--- src/rtl/i2c_core_arbiter.sv ---
// Round-robin owner of the I2C pin pair shared by two ap_ctrl_hs HLS cores.
// Sequences the winner's ap_start handshake, forwards its pin writes and guards each run with a watchdog.
module i2c_core_arbiter #(
   parameter int unsigned TIMEOUT_CYCLES = 1000000,
   parameter int unsigned TO_W           = 20
) (
   input  logic       ap_clk,
   input  logic       ap_rst,
   input  logic [1:0] req,
   output logic [1:0] grant,
   output logic       busy,
   output logic [1:0] done_pulse,
   output logic       timeout,
   output logic       c0_ap_start,
   input  logic       c0_ap_done,
   input  logic       c0_ap_idle,
   input  logic       c0_ap_ready,
   input  logic [7:0] c0_SDA,
   input  logic [7:0] c0_SCL,
   input  logic       c0_SDA_ap_vld,
   input  logic       c0_SCL_ap_vld,
   output logic       c1_ap_start,
   input  logic       c1_ap_done,
   input  logic       c1_ap_idle,
   input  logic       c1_ap_ready,
   input  logic [7:0] c1_SDA,
   input  logic [7:0] c1_SCL,
   input  logic       c1_SDA_ap_vld,
   input  logic       c1_SCL_ap_vld,
   output logic       sda_o,
   output logic       scl_o
);

   typedef enum logic [1:0] {
      IDLE   = 2'd0,
      START  = 2'd1,
      RUN    = 2'd2,
      FINISH = 2'd3
   } state_t;

   localparam logic [TO_W-1:0] TO_LAST = TO_W'(TIMEOUT_CYCLES - 1);

   state_t          state_q, state_d;
   logic [1:0]      grant_q, grant_d;
   logic [1:0]      start_q, start_d;
   logic [1:0]      done_pulse_q, done_pulse_d;
   logic            own_q, own_d;
   logic            last_q, last_d;
   logic            timeout_q, timeout_d;
   logic            sda_q, sda_d;
   logic            scl_q, scl_d;
   logic [TO_W-1:0] cnt_q, cnt_d;

   logic own_ready, own_done, own_sda_vld, own_scl_vld, own_sda, own_scl;
   logic win, done_hit;

   // Status and pin strobes of whichever core currently owns the bus.
   always_comb begin
      if (own_q) begin
         own_ready   = c1_ap_ready;
         own_done    = c1_ap_done;
         own_sda_vld = c1_SDA_ap_vld;
         own_scl_vld = c1_SCL_ap_vld;
         own_sda     = c1_SDA[0];
         own_scl     = c1_SCL[0];
      end else begin
         own_ready   = c0_ap_ready;
         own_done    = c0_ap_done;
         own_sda_vld = c0_SDA_ap_vld;
         own_scl_vld = c0_SCL_ap_vld;
         own_sda     = c0_SDA[0];
         own_scl     = c0_SCL[0];
      end
   end

   always_comb begin
      state_d      = state_q;
      grant_d      = grant_q;
      start_d      = start_q;
      done_pulse_d = 2'b00;
      own_d        = own_q;
      last_d       = last_q;
      timeout_d    = 1'b0;
      sda_d        = sda_q;
      scl_d        = scl_q;
      cnt_d        = cnt_q;
      win          = 1'b0;
      done_hit     = 1'b0;

      case (state_q)
         IDLE: begin
            sda_d   = 1'b1;
            scl_d   = 1'b1;
            grant_d = 2'b00;
            start_d = 2'b00;
            if (|req) begin
               // On a tie the core that did not own the bus last time wins.
               win     = (req == 2'b11) ? ~last_q : req[1];
               own_d   = win;
               grant_d = win ? 2'b10 : 2'b01;
               start_d = win ? 2'b10 : 2'b01;
               cnt_d   = '0;
               state_d = START;
            end
         end

         START, RUN: begin
            cnt_d = cnt_q + TO_W'(1);
            if (own_sda_vld) sda_d = own_sda;
            if (own_scl_vld) scl_d = own_scl;

            if (state_q == START) begin
               done_hit = own_ready && own_done;
               if (own_ready) begin
                  start_d = 2'b00;
                  state_d = own_done ? FINISH : RUN;
               end
            end else begin
               done_hit = own_done;
               if (own_done) state_d = FINISH;
            end

            // A done seen on the last permitted cycle still completes normally.
            if (!done_hit && (cnt_q == TO_LAST)) begin
               timeout_d = 1'b1;
               start_d   = 2'b00;
               last_d    = own_q;
               grant_d   = 2'b00;
               sda_d     = 1'b1;
               scl_d     = 1'b1;
               state_d   = IDLE;
            end
         end

         FINISH: begin
            done_pulse_d = own_q ? 2'b10 : 2'b01;
            last_d       = own_q;
            grant_d      = 2'b00;
            start_d      = 2'b00;
            sda_d        = 1'b1;
            scl_d        = 1'b1;
            state_d      = IDLE;
         end

         default: state_d = IDLE;
      endcase
   end

   always_ff @(posedge ap_clk) begin
      if (ap_rst) begin
         state_q      <= IDLE;
         grant_q      <= 2'b00;
         start_q      <= 2'b00;
         done_pulse_q <= 2'b00;
         own_q        <= 1'b0;
         last_q       <= 1'b1;
         timeout_q    <= 1'b0;
         sda_q        <= 1'b1;
         scl_q        <= 1'b1;
         cnt_q        <= '0;
      end else begin
         state_q      <= state_d;
         grant_q      <= grant_d;
         start_q      <= start_d;
         done_pulse_q <= done_pulse_d;
         own_q        <= own_d;
         last_q       <= last_d;
         timeout_q    <= timeout_d;
         sda_q        <= sda_d;
         scl_q        <= scl_d;
         cnt_q        <= cnt_d;
      end
   end

   assign grant       = grant_q;
   assign busy        = (state_q != IDLE);
   assign done_pulse  = done_pulse_q;
   assign timeout     = timeout_q;
   assign c0_ap_start = start_q[0];
   assign c1_ap_start = start_q[1];
   assign sda_o       = sda_q;
   assign scl_o       = scl_q;

   // ap_idle and the upper pin bits carry no sequencing information.
   logic unused_inputs;
   assign unused_inputs = ^{c0_ap_idle, c1_ap_idle, c0_SDA[7:1], c0_SCL[7:1],
                            c1_SDA[7:1], c1_SCL[7:1]};

endmodule

--- config.mk ---
export PLATFORM = sky130hd
export DESIGN_NAME = i2c_core_arbiter
export DESIGN_NICKNAME = d
export VERILOG_FILES = /design/src/rtl/i2c_core_arbiter.sv
export SDC_FILE = /design/constraint.sdc
export NUM_CORES = 1
export LEC_CHECK = 0
export BUFFER_PORTS_ARGS = -buffer_cell sky130_fd_sc_hd__buf_2
export CORE_UTILIZATION = 50
export CTS_CLUSTER_SIZE = 28
export DETAILED_ROUTE_END_ITERATION = 10
export HOLD_SLACK_MARGIN = 0.08
export PLACE_DENSITY = 0.9
export SLEW_MARGIN = 5
export SYNTH_ARGS = -nofsm -noshare
export SYNTH_HDL_FRONTEND = slang
export SYNTH_SLANG_ARGS = --single-unit
--- constraint.sdc ---
create_clock -name ap_clk -period 2.67 [get_ports ap_clk]
set_clock_uncertainty 0.2 [all_clocks]
set_input_delay 0.267 -clock ap_clk [delete_from_list [all_inputs] [get_ports ap_clk]]
set_output_delay 0.267 -clock ap_clk [all_outputs]
set_load 0.005 [all_outputs]
* Word level (Yosys, flattened, before mapping)
Cells that the tools add are included.
** Operators by class
- $add $sub $neg :: 1
- Eq/ne operators :: 13
- Mux-type cells :: 36
- Bitwise gates (word level) :: 3
- Reductions and logical operators :: 17
** Operators with widths (count)
- $pmux 20 s2 :: 1
- $mux 2 :: 12
- $add 20x1->20 const B :: 1
- $eq 20x20->1 const B :: 1
- $mux 20 :: 1
- $pmux 2 s3 :: 3
- $mux 1 :: 16
- $ne 3x3->1 const B :: 4
- $reduce_or 2->1 :: 5
- $ne 4x4->1 const B :: 2
- $reduce_and 2->1 :: 4
- $eq 2x2->1 const B :: 3
- $pmux 1 s2 :: 3
- $reduce_bool 2->1 :: 3
- $ne 2x2->1 const B :: 2
- $not 1->1 :: 3
- $reduce_and 3->1 :: 1
- $eq 2x1->1 const B :: 1
- $logic_and 1x1->1 :: 2
- $logic_not 2->1 :: 1
- $logic_not 1->1 :: 1
** Storage, ports and cells
- Flip-flop bits (word level) :: 33
- Input port bits :: 46
- Output and inout port bits :: 10
- Logic and storage cells :: 80

* Logic depth before layout (Yosys ltp)
Gate-level depths: netlist (run 1).
- Depth after elaboration :: 8
- Gate-level depth with buffers :: 8
- Gate-level depth less buffers :: 7

* Worst setup path before layout (run 1)
No wires, ideal clock.
- Path type :: reg2reg
- From :: register state_q[0]
- To :: register cnt_q[17]
- Setup time :: 0.070 ns
- Arrival time :: 2.031 ns
- Data required time :: 2.400 ns
- Path slack :: 0.369 ns
- Stages on the path, launching flop included :: 9
- Path buffers :: 1
- Clock period less this slack :: 2.301 ns
- Cell sequence :: dfxtp_1 inv_1 ha_1 buf_2 nor2_1 nor4_4 nand3_2 or4_1 a21oi_1
** Between the ends
- Word-level cells in the longest chain between the ends :: 4
- Elaborated cells between the ends (all ways) :: 8
- Those cells by class :: eq/ne: 3; mux: 1; reduce/logical: 4
** RTL lines
- from (decl) :: RTL line 43 : state_t state_q, state_d;
- from (signal assigned) :: RTL line 162 : state_q <= state_d;
- $eq 2x1->1 / $eq 2x2->1 (equally long branches) :: RTL line 90 : case (state_q)
- $reduce_or 2->1
- $reduce_bool 2->1 (no line)
- $reduce_and 2->1 (no line)
- to (signal assigned) :: RTL line 171 : cnt_q <= cnt_d;
- to (decl) :: RTL line 52 : logic [TO_W-1:0] cnt_q, cnt_d;
Several ways; a longest one is shown, not always the timed one.
A chain may end at the register's enable or synchronous reset.

* Worst setup path in the final report (run 1)
Same ends and word-level chain as after synthesis.

==> results.sh, run 1 <==
export IMPL_clockRootBuffer="sky130_fd_sc_hd__clkbuf_4"
export IMPL_n_antenna_cell=0
export IMPL_critical_setup_path_class="reg -> reg"
export IMPL_cts_htree_levels=2
export IMPL_cp_startpoint_kind="flip-flop"
export IMPL_worst_ir_drop_vdd_mv=0.479
export IMPL_clkTransAtPathRegs_ns=0.10
export IMPL_power_leakage_nw=0.781
export IMPL_outcome="finished clean"
export IMPL_synthDistinctLibCells=41
export IMPL_filler_cell_count=281
export IMPL_route_antenna_remaining_nets=0
export IMPL_avgViaCountPerCell=5.51
export IMPL_share_of_synthesized_registers_carrying_an_async_set_or_reset=0
export IMPL_area_growth_synth_to_final_pct=17.8
export IMPL_power_per_unit_of_standard_cell_area_nw_per_um2=702
export IMPL_clock_power_share=0.186
export IMPL_max_cap_violations=0
export IMPL_yosys_warnings=0
export IMPL_largest_net_degree_at_the_start_of_global_routing=19
export IMPL_postSynthCellCount=202
export IMPL_vias=1559
export IMPL_edff_count_synth=0
export IMPL_numCtsBuffers=5
export IMPL_row_count=20
export IMPL_post_route_worst_setup_slack_ns=0.249
export IMPL_accumulated_negative_setup_slack_ns=0
export IMPL_grt_antenna_before_repair=0
export IMPL_nets_in_the_synthesized_netlist=252
export IMPL_cts_hold_buf=7
export IMPL_post_cts_buffers=0
export IMPL_core_um2=3150
export IMPL_port_buffers=25
export IMPL_synthFlopType="sky130_fd_sc_hd__dfxtp_1"
export IMPL_p_switching_mw=0.538
export IMPL_design_final_nets=288
export IMPL_post_synthesis_register_bit_count=33
export IMPL_critical_path_required_ns=2.74
export IMPL_die_width_um=60.4
export IMPL_avgRoutedWirePerCell_um=12.4
export IMPL_syn_avg_cell_area_um2=8.45
export IMPL_first_pass_iters=4
export IMPL_power_internal_mw=0.875
export IMPL_post_place_ws_ns=0.264
export IMPL_cts_tree="done"
export IMPL_globalRouteOverflowTotal=0
export IMPL_postRouteWirelength_um=3510
export IMPL_synth_seq_area_share=0.387
export IMPL_timing_hold_violations_final=0
export IMPL_fp_dieArea_um2=3650
export IMPL_detail_route_drc_violations=0
export IMPL_setup_violations=0
export IMPL_grt_use_total=0.213
export IMPL_pwr_share_seq=0.417
export IMPL_first_global_vias=1417
export IMPL_ctsResizeCount=0
export IMPL_actual_transition_at_the_worst_max_transition_pin_ns=0.503
export IMPL_insertion_delay_ns=0.33
export IMPL_floorplan_initialDensity=0.541
export IMPL_power_share_combinational=0.397
export IMPL_critPathArrivalTime_ns=2.50
export IMPL_period_share=0.907
export IMPL_timing_final_max_slew_violations=0
export IMPL_timing_hold_worst_class="in -> reg"
export IMPL_layout_drive_gt1_share=0.192
export IMPL_rsz0062_at_grt="no"
export IMPL_grt_pass1_wl_um=5790
export IMPL_clock_fmax_mhz=413
export IMPL_globalplace_congestion=0.845
export IMPL_num_io_pins=56
export IMPL_slew_headroom=0.664
export IMPL_clock_sinks=33
export IMPL_final_period_minus_worst_setup_slack_ns=2.42
export IMPL_clock_path_buffers=2
export IMPL_fp_dieH_um=60.4
export IMPL_highest_fanout_seen_on_the_critical_path=9
export IMPL_place_hpwl_um=2560
export IMPL_synthesis_area_um2=1710
export IMPL_end_kind="flip-flop"
export IMPL_first_iter_violations=48
export IMPL_switching_share=0.381
## registers in the layout, summed over array words and instances, names as in the netlist
| register | count |
|---|---|
| cnt_q | 20 |
| done_pulse | 2 |
| grant | 2 |
| start_q | 2 |
| state_q | 2 |
| last_q | 1 |
| own_q | 1 |
| scl_o | 1 |
| sda_o | 1 |
| timeout | 1 |
## metal layers
layer  track usage  wire length, um  vias to the layer above  part of all wire
li1              -                -                      784                 -
met1         0.251             1570                      721              0.45
met2         0.359             1700                       47              0.48
met3        0.0725              184                        7             0.052
met4        0.0779               58                        0             0.017
met5             0                0                        -                 0
## metrics by stage
step | cells | total power [mW] | area [um2] | hold slack (ns) | util
CTS | 283 | 1.42 | 2010 | 0.121 | 0.638
global route | 283 | 1.51 | 2010 | 0.154 | 0.638
floorplan | 202 | 0.993 | 1710 | 0.187 | -
finish | 283 | 1.41 | 2010 | 0.128 | 0.638
global placement | 268 | 1.13 | 1890 | 0.238 | 0.599
detailed placement | 268 | 1.15 | 1890 | 0.254 | 0.599
## final timing paths
kind,startpoint,to,slack (ns),cells after the start
max,state_q[0],cnt_q[17],0.25,7
min,req[1],grant[0],0.13,4
max reg2reg,state_q[0],cnt_q[17],0.25,7
min reg2reg,grant[0],grant[0],0.26,2
## final cells by class
type	instances	area [um2]	area share
Multi-Input combinational cell	154	988	0.492
Sequential cell	33	661	0.329
Timing Repair Buffer	36	225	0.112
Tap cell	44	55.1	0.0274
Clock buffer	6	41.3	0.0205
Inverter	8	30.0	0.0149
Clock inverter	2	10.0	0.00498
## critical path, cell delays in order (launching register included)
cell	delay, ns
sky130_fd_sc_hd__dfxtp_1	0.40
sky130_fd_sc_hd__inv_1	0.08
sky130_fd_sc_hd__ha_1	0.29
sky130_fd_sc_hd__nor3b_4	0.21
sky130_fd_sc_hd__nor4_4	0.37
sky130_fd_sc_hd__nand3_2	0.16
sky130_fd_sc_hd__or4_1	0.53
sky130_fd_sc_hd__a21oi_1	0.15
## synthesized netlist by cell type, types with 2 or more instances
| cell type | number | area share |
|---|---|---|
| sky130_fd_sc_hd__nor4b_1 | 2 | 0.010 |
| sky130_fd_sc_hd__and3_1 | 5 | 0.018 |
| sky130_fd_sc_hd__xnor2_1 | 7 | 0.036 |
| sky130_fd_sc_hd__o21ai_0 | 5 | 0.015 |
| sky130_fd_sc_hd__nor2_1 | 30 | 0.066 |
| sky130_fd_sc_hd__clkbuf_1 | 5 | 0.011 |
| sky130_fd_sc_hd__nand3_2 | 2 | 0.012 |
| sky130_fd_sc_hd__nand4_1 | 4 | 0.015 |
| sky130_fd_sc_hd__nor2b_1 | 4 | 0.015 |
| sky130_fd_sc_hd__ha_1 | 4 | 0.029 |
| sky130_fd_sc_hd__nor3_1 | 2 | 0.0059 |
| sky130_fd_sc_hd__a32oi_1 | 3 | 0.015 |
| sky130_fd_sc_hd__nand2_1 | 20 | 0.044 |
| sky130_fd_sc_hd__a21oi_1 | 13 | 0.038 |
| sky130_fd_sc_hd__nand3_1 | 15 | 0.044 |
| sky130_fd_sc_hd__inv_1 | 8 | 0.018 |
| sky130_fd_sc_hd__dfxtp_1 | 33 | 0.39 |
| sky130_fd_sc_hd__nor4_1 | 3 | 0.011 |
| sky130_fd_sc_hd__and2_1 | 3 | 0.011 |
| sky130_fd_sc_hd__xor2_1 | 10 | 0.051 |
| sky130_fd_sc_hd__or3_1 | 2 | 0.0073 |
| sky130_fd_sc_hd__and4_1 | 3 | 0.015 |
## cells by family (layout without fill, tap and decap cells)
kind of cell    after synthesis  count (layout)  share of synthesized area
mux                           1               1                    0.00660
flops                        33              33                      0.387
xor+xnor                     17              17                     0.0872
buf+inv                      15              52                     0.0337
simple gates                102             102                      0.325
fa+ha+maj                     4               4                     0.0293
compound gates               30              30                      0.131
## cells in the final DEF (no fill, tap or decap), types with 2 or more instances in the layout
| cell type | synthesis | layout |
|---|---|---|
| sky130_fd_sc_hd__a21oi_1 | 13 | 13 |
| sky130_fd_sc_hd__a32oi_1 | 3 | 3 |
| sky130_fd_sc_hd__and2_1 | 3 | 3 |
| sky130_fd_sc_hd__and3_1 | 5 | 5 |
| sky130_fd_sc_hd__and4_1 | 3 | 3 |
| sky130_fd_sc_hd__buf_2 | 1 | 25 |
| sky130_fd_sc_hd__buf_4 | 0 | 4 |
| sky130_fd_sc_hd__clkbuf_4 | 0 | 5 |
| sky130_fd_sc_hd__clkinv_2 | 0 | 2 |
| sky130_fd_sc_hd__dfxtp_1 | 33 | 33 |
| sky130_fd_sc_hd__dlygate4sd3_1 | 0 | 7 |
| sky130_fd_sc_hd__ha_1 | 4 | 4 |
| sky130_fd_sc_hd__inv_1 | 8 | 8 |
| sky130_fd_sc_hd__nand2_1 | 20 | 20 |
| sky130_fd_sc_hd__nand3_1 | 15 | 15 |
| sky130_fd_sc_hd__nand3_2 | 2 | 2 |
| sky130_fd_sc_hd__nand4_1 | 4 | 4 |
| sky130_fd_sc_hd__nor2_1 | 30 | 30 |
| sky130_fd_sc_hd__nor2b_1 | 4 | 4 |
| sky130_fd_sc_hd__nor3_1 | 2 | 2 |
| sky130_fd_sc_hd__nor4_1 | 3 | 3 |
| sky130_fd_sc_hd__nor4b_1 | 2 | 2 |
| sky130_fd_sc_hd__o21ai_0 | 5 | 5 |
| sky130_fd_sc_hd__or3_1 | 2 | 2 |
| sky130_fd_sc_hd__xnor2_1 | 7 | 7 |
| sky130_fd_sc_hd__xor2_1 | 10 | 10 |
## power by group through the flow
stage                     combinational, mW  sequential [mW]  clock, mW
after CTS                             0.564            0.588      0.270
after global routing                  0.623            0.598      0.287
after floorplan                       0.402            0.591          0
after global placement                0.535            0.597          0
final                                 0.561            0.589      0.263
after detailed placement              0.549            0.599          0
No activity file was read; power rests on OpenSTA's default activity.
==> run 2, diff against run 1 <==
ABC_AREA = 1   (was default)
==> results.sh, run 2 <==
export IMPL_outcome="finished clean"
export IMPL_clock_sinks=33
export IMPL_post_synthesis_register_bit_count=33
export IMPL_design_final_nets=336
export IMPL_fp_dieH_um=61.2
export IMPL_ctsResizeCount=0
export IMPL_post_place_ws_ns=0.685
export IMPL_avgRoutedWirePerCell_um=11.4
export IMPL_accumulated_negative_setup_slack_ns=0
export IMPL_globalplace_congestion=0.816
export IMPL_end_kind="flip-flop"
export IMPL_port_buffers=25
export IMPL_grt_antenna_before_repair=0
export IMPL_synthTopCellsByArea="sky130_fd_sc_hd__dfxtp_1, sky130_fd_sc_hd__nand2_1, sky130_fd_sc_hd__nor2_1, sky130_fd_sc_hd__nand3_1, sky130_fd_sc_hd__inv_1"
export IMPL_synthesis_area_um2=1750
export IMPL_avgViaCountPerCell=5.16
export IMPL_synthTopCellsByCount="sky130_fd_sc_hd__nand2_1, sky130_fd_sc_hd__nor2_1, sky130_fd_sc_hd__dfxtp_1"
export IMPL_max_cap_violations=0
export IMPL_worst_ir_drop_vdd_mv=0.545
export IMPL_clkTransAtPathRegs_ns=0.09
export IMPL_critPathArrivalTime_ns=2.43
export IMPL_yosysMostFrequentCell="sky130_fd_sc_hd__nand2_1"
export IMPL_synthDistinctLibCells=30
export IMPL_timing_hold_worst_class="in -> reg"
export IMPL_flip_flop_count_of_the_largest_register_all_copies_and_words_added=20
export IMPL_filler_cell_count=285
export IMPL_most_common_cell_after_layout_fill_and_taps_aside="sky130_fd_sc_hd__nand2_1"
export IMPL_clock_power_share=0.181
export IMPL_final_period_minus_worst_setup_slack_ns=2.39
export IMPL_placed_cell_area_um2=1930
export IMPL_setup_violations=0
export IMPL_synth_top_cell_by_area="sky130_fd_sc_hd__dfxtp_1"
export IMPL_largest_net_degree_at_the_start_of_global_routing=11
export IMPL_p_switching_mw=0.625
export IMPL_critical_path_required_ns=2.71
export IMPL_power_per_unit_of_standard_cell_area_nw_per_um2=735
export IMPL_critical_setup_path_class="reg -> reg"
export IMPL_power_share_combinational=0.416
export IMPL_cts_htree_levels=2
export IMPL_crit_path_frequent_cell="sky130_fd_sc_hd__nand2_1"
export IMPL_route_antenna_remaining_nets=0
export IMPL_power_internal_mw=0.885
export IMPL_postRouteWirelength_um=3790
export IMPL_row_count=21
export IMPL_pwr_share_seq=0.403
export IMPL_detail_route_drc_violations=0
export IMPL_syn_avg_cell_area_um2=7.07
export IMPL_timing_hold_violations_final=0
export IMPL_clock_fmax_mhz=419
export IMPL_cp_startpoint_kind="flip-flop"
export IMPL_yosys_warnings=0
export IMPL_critical_path_buf_inv_count=2
export IMPL_post_route_worst_setup_slack_ns=0.281
export IMPL_clock_path_buffers=2
export IMPL_post_cts_buffers=0
export IMPL_floorplan_initialDensity=0.526
export IMPL_highest_fanout_seen_on_the_critical_path=10
export IMPL_postSynthCellCount=248
export IMPL_globalRouteOverflowTotal=0
export IMPL_num_io_pins=56
export IMPL_switching_share=0.414
export IMPL_first_pass_iters=4
export IMPL_rsz0062_at_grt="no"
export IMPL_first_global_vias=1566
export IMPL_layout_drive_gt1_share=0.206
export IMPL_area_growth_synth_to_final_pct=17.1
export IMPL_layout_cells_most_common_list="sky130_fd_sc_hd__nand2_1, sky130_fd_sc_hd__nor2_1, sky130_fd_sc_hd__dfxtp_1, sky130_fd_sc_hd__buf_2, sky130_fd_sc_hd__inv_1"
export IMPL_power_mw=1.51
export IMPL_core_um2=3340
export IMPL_period_share=0.895
export IMPL_n_antenna_cell=0
export IMPL_synth_seq_area_share=0.377
export IMPL_power_leakage_nw=0.833
export IMPL_grt_use_total=0.237
export IMPL_clockRootBuffer="sky130_fd_sc_hd__clkbuf_4"
export IMPL_edff_count_synth=0
export IMPL_synth_top_area_frac=0.377
export IMPL_nets_in_the_synthesized_netlist=298
export IMPL_final_cell_area_um2=2050
export IMPL_actual_transition_at_the_worst_max_transition_pin_ns=0.374
export IMPL_place_hpwl_um=2670
export IMPL_numCtsBuffers=5
export IMPL_utilization=0.616
export IMPL_critical_path_top_delay_family="simple AND/OR/NAND/NOR gates"
export IMPL_synthFlopType="sky130_fd_sc_hd__dfxtp_1"
export IMPL_critical_path_slowest_cell="sky130_fd_sc_hd__dlygate4sd3_1"
export IMPL_share_of_synthesized_registers_carrying_an_async_set_or_reset=0
export IMPL_worst_path_largest_cell_delay_ns=0.57
export IMPL_fp_dieArea_um2=3750
export IMPL_vias=1719
export IMPL_fin_worst_hold_slack_ns=0.154
export IMPL_cts_tree="done"
export IMPL_grt_pass1_wl_um=6450
export IMPL_insertion_delay_ns=0.35
export IMPL_first_iter_violations=56
export IMPL_critical_path_cell_chain="nand2_1, nand3_1, nand2_1, nand2_1, inv_1, nand2_2, nand2_2, nor2_1, nand4_1, dlygate4sd3_1"
export IMPL_slew_headroom=0.750
export IMPL_fin_cells=333
export IMPL_register_ranked_first_by_flip_flop_count="cnt_q"
export IMPL_timing_final_max_slew_violations=0
export IMPL_die_width_um=61.2
export IMPL_numPlacedInstances=318
run 2: changes by cell type in the layout (fill, tap and decap cells not counted), moves of 5 or more:
cell                      delta
sky130_fd_sc_hd__o21ai_0     +6
sky130_fd_sc_hd__nor3_1      +5
sky130_fd_sc_hd__inv_1      +15
sky130_fd_sc_hd__inv_2       +7
sky130_fd_sc_hd__nand2_1    +35
sky130_fd_sc_hd__and3_1      -5
sky130_fd_sc_hd__xor2_1     -10
sky130_fd_sc_hd__xnor2_1     -6
sky130_fd_sc_hd__nor2_1      +8
sky130_fd_sc_hd__nand3_1     +6
run 2: worst min-delay path: stages:
cell                      delay (ns)
sky130_fd_sc_hd__buf_2          0.12
sky130_fd_sc_hd__o21ai_2        0.12
sky130_fd_sc_hd__nand2_1        0.09
sky130_fd_sc_hd__a21oi_1        0.06
run 2: layer usage:
metal	global-route usage	wire length, um	up-vias	part of all wire
met5	0	0	-	0
met4	0.107	84	0	0.022
met3	0.0672	200	8	0.053
met2	0.393	1820	59	0.48
met1	0.284	1690	761	0.45
li1	-	-	891	-
run 2: power by group through the flow:
stage          Clock [mW]  Sequential (mW)  Combinational [mW]
2_1_floorplan           0            0.606               0.457
6_report            0.274            0.608               0.627
3_3_place_gp            0            0.613               0.591
5_1_grt             0.300            0.619               0.700
3_5_place_dp            0            0.618               0.605
4_1_cts             0.282            0.608               0.623
run 2: final timing paths:
check / startpoint / endpoint / slack, ns / cells past startpoint
worst min-delay path: req[0] / own_q / 0.15 / 4
worst max-delay path: own_q / sda_o / 0.28 / 10
worst max register to register: own_q / sda_o / 0.28 / 10
worst min register to register: start_q[0] / start_q[0] / 0.30 / 2
run 2: cell type report:
type	instances	area [um2]	area share
Multi-Input combinational cell	181	946	0.460
Sequential cell	33	661	0.322
Timing Repair Buffer	34	210	0.102
Inverter	31	129	0.0627
Tap cell	46	57.6	0.0280
Clock buffer	6	41.3	0.0201
Clock inverter	2	10.0	0.00487
run 2: repair_timing:
action / 4_1_cts / 5_1_grt
hold buffers: 7 / 0
endpoints found under the setup margin: 0 / 0
hold endpoints to repair: 9 / 0
run 2: cells by family after synthesis:
| family | synth area share |
|---|---|
| AND/OR/NAND/NOR | 0.397 |
| buffers and inverters | 0.0842 |
| AO/OA/AOI/OAI | 0.109 |
| flip-flops | 0.377 |
| adder cells (fa/ha/maj) | 0.0285 |
| XOR/XNOR | 0.00499 |
==> run 3, diff against run 2 <==
CORE_UTILIZATION = 54   (was 50)
PLACE_DENSITY = 0.95   (was 0.9)
clock period = 2.8 ns   (was 2.67 ns; I/O delays follow)
==> results.sh, run 3 (synthesized netlist as in run 2, its figures left out) <==
export IMPL_clockRootBuffer="sky130_fd_sc_hd__clkbuf_4"
export IMPL_fp_dieH_um=59.0
export IMPL_critPathArrivalTime_ns=2.39
export IMPL_power_per_unit_of_standard_cell_area_nw_per_um2=706
export IMPL_place_hpwl_um=2830
export IMPL_numPlacedInstances=314
export IMPL_grt_pass1_wl_um=6980
export IMPL_period_share=0.845
export IMPL_slew_headroom=0.714
export IMPL_fin_cells=329
export IMPL_timing_hold_worst_class="in -> reg"
export IMPL_vias=1737
export IMPL_flip_flop_count_of_the_largest_register_all_copies_and_words_added=20
export IMPL_postRouteWirelength_um=4170
export IMPL_highest_fanout_seen_on_the_critical_path=10
export IMPL_area_growth_synth_to_final_pct=16.1
export IMPL_register_ranked_first_by_flip_flop_count="cnt_q"
export IMPL_critical_path_required_ns=2.83
export IMPL_worst_ir_drop_vdd_mv=0.747
export IMPL_n_antenna_cell=0
export IMPL_clock_fmax_mhz=423
export IMPL_most_common_cell_after_layout_fill_and_taps_aside="sky130_fd_sc_hd__nand2_1"
export IMPL_die_width_um=59.0
export IMPL_first_global_vias=1651
export IMPL_numCtsBuffers=5
export IMPL_max_cap_violations=0
export IMPL_final_cell_area_um2=2040
export IMPL_accumulated_negative_setup_slack_ns=0
export IMPL_layout_drive_gt1_share=0.200
export IMPL_actual_transition_at_the_worst_max_transition_pin_ns=0.429
export IMPL_clock_path_buffers=2
export IMPL_insertion_delay_ns=0.34
export IMPL_post_cts_buffers=0
export IMPL_clkTransAtPathRegs_ns=0.10
export IMPL_placed_cell_area_um2=1920
export IMPL_route_antenna_remaining_nets=0
export IMPL_row_count=20
export IMPL_grt_antenna_before_repair=0
export IMPL_clock_sinks=33
export IMPL_utilization=0.662
export IMPL_floorplan_initialDensity=0.570
export IMPL_core_um2=3080
export IMPL_setup_violations=0
export IMPL_largest_net_degree_at_the_start_of_global_routing=11
export IMPL_cts_htree_levels=2
export IMPL_detail_route_drc_violations=0
export IMPL_outcome="finished clean"
export IMPL_layout_cells_most_common_list="sky130_fd_sc_hd__nand2_1, sky130_fd_sc_hd__nor2_1, sky130_fd_sc_hd__dfxtp_1, sky130_fd_sc_hd__buf_2, sky130_fd_sc_hd__inv_1"
export IMPL_timing_final_max_slew_violations=0
export IMPL_globalRouteOverflowTotal=0
export IMPL_fp_dieArea_um2=3480
export IMPL_globalplace_congestion=0.839
export IMPL_avgViaCountPerCell=5.28
export IMPL_first_pass_iters=4
export IMPL_cp_startpoint_kind="flip-flop"
export IMPL_design_final_nets=334
export IMPL_avgRoutedWirePerCell_um=12.7
export IMPL_port_buffers=25
export IMPL_first_iter_violations=54
export IMPL_rsz0062_at_grt="no"
export IMPL_grt_use_total=0.272
export IMPL_timing_hold_violations_final=0
export IMPL_num_io_pins=56
export IMPL_power_leakage_nw=0.822
export IMPL_critical_setup_path_class="reg -> reg"
export IMPL_cts_tree="done"
export IMPL_end_kind="flip-flop"
export IMPL_final_period_minus_worst_setup_slack_ns=2.37
-- run 3: metal layers --
layer	global-route usage	vias to the layer above	wire, um
met4	0.163	0	95
met5	0	-	0
li1	-	879	-
met1	0.296	789	1800
met3	0.0546	14	187
met2	0.484	55	2090
-- run 3: worst paths after layout --
check | start | to | slack [ns] | cells after the start
max | own_q | scl_o | 0.43 | 11
min | req[0] | own_q | 0.19 | 4
max reg2reg | own_q | scl_o | 0.43 | 11
min reg2reg | start_q[1] | start_q[1] | 0.30 | 2
-- run 3: area by class of cell --
cell class	instances	area (um2)
clock buffer	6	41.3
multi-input combinational	181	946
fill	258	1040
tap	44	55.1
inverter	31	129
clock inverter	2	10.0
timing repair buffer	32	195
sequential	33	661
-- run 3: worst max-delay path: stages, from the launching register on --
cell	delay (ns)
sky130_fd_sc_hd__dfxtp_1	0.43
sky130_fd_sc_hd__inv_2	0.17
sky130_fd_sc_hd__nand2_1	0.10
sky130_fd_sc_hd__nand3_1	0.09
sky130_fd_sc_hd__nand2_1	0.06
sky130_fd_sc_hd__nand2_1	0.05
sky130_fd_sc_hd__inv_1	0.04
sky130_fd_sc_hd__nand2_2	0.09
sky130_fd_sc_hd__nand2_2	0.12
sky130_fd_sc_hd__nor2_1	0.16
sky130_fd_sc_hd__nand4_1	0.12
sky130_fd_sc_hd__dlygate4sd3_1	0.60
-- run 3: stage by stage --
step	worst slack [ns]	hold WS (ns)	power [mW]
final	0.435	0.193	1.44
after global routing	0.237	0.192	1.52
after CTS	0.559	0.148	1.41
after detailed placement	0.614	0.274	1.14
after global placement	0.660	0.264	1.12
after floorplan	0.904	0.240	1.01
-- run 3: what timing repair did --
item                                   CTS  global route
hold buffers                             7             0
resized for setup                        0             0
endpoints found under the hold margin    9             0
-- run 3: power by group --
part	internal (mW)	leakage [nW]	total (mW)	switching [mW]
logic	0.198	0.522	0.594	0.396
clock network	0.0955	0.0320	0.263	0.167
registers	0.533	0.268	0.582	0.0494
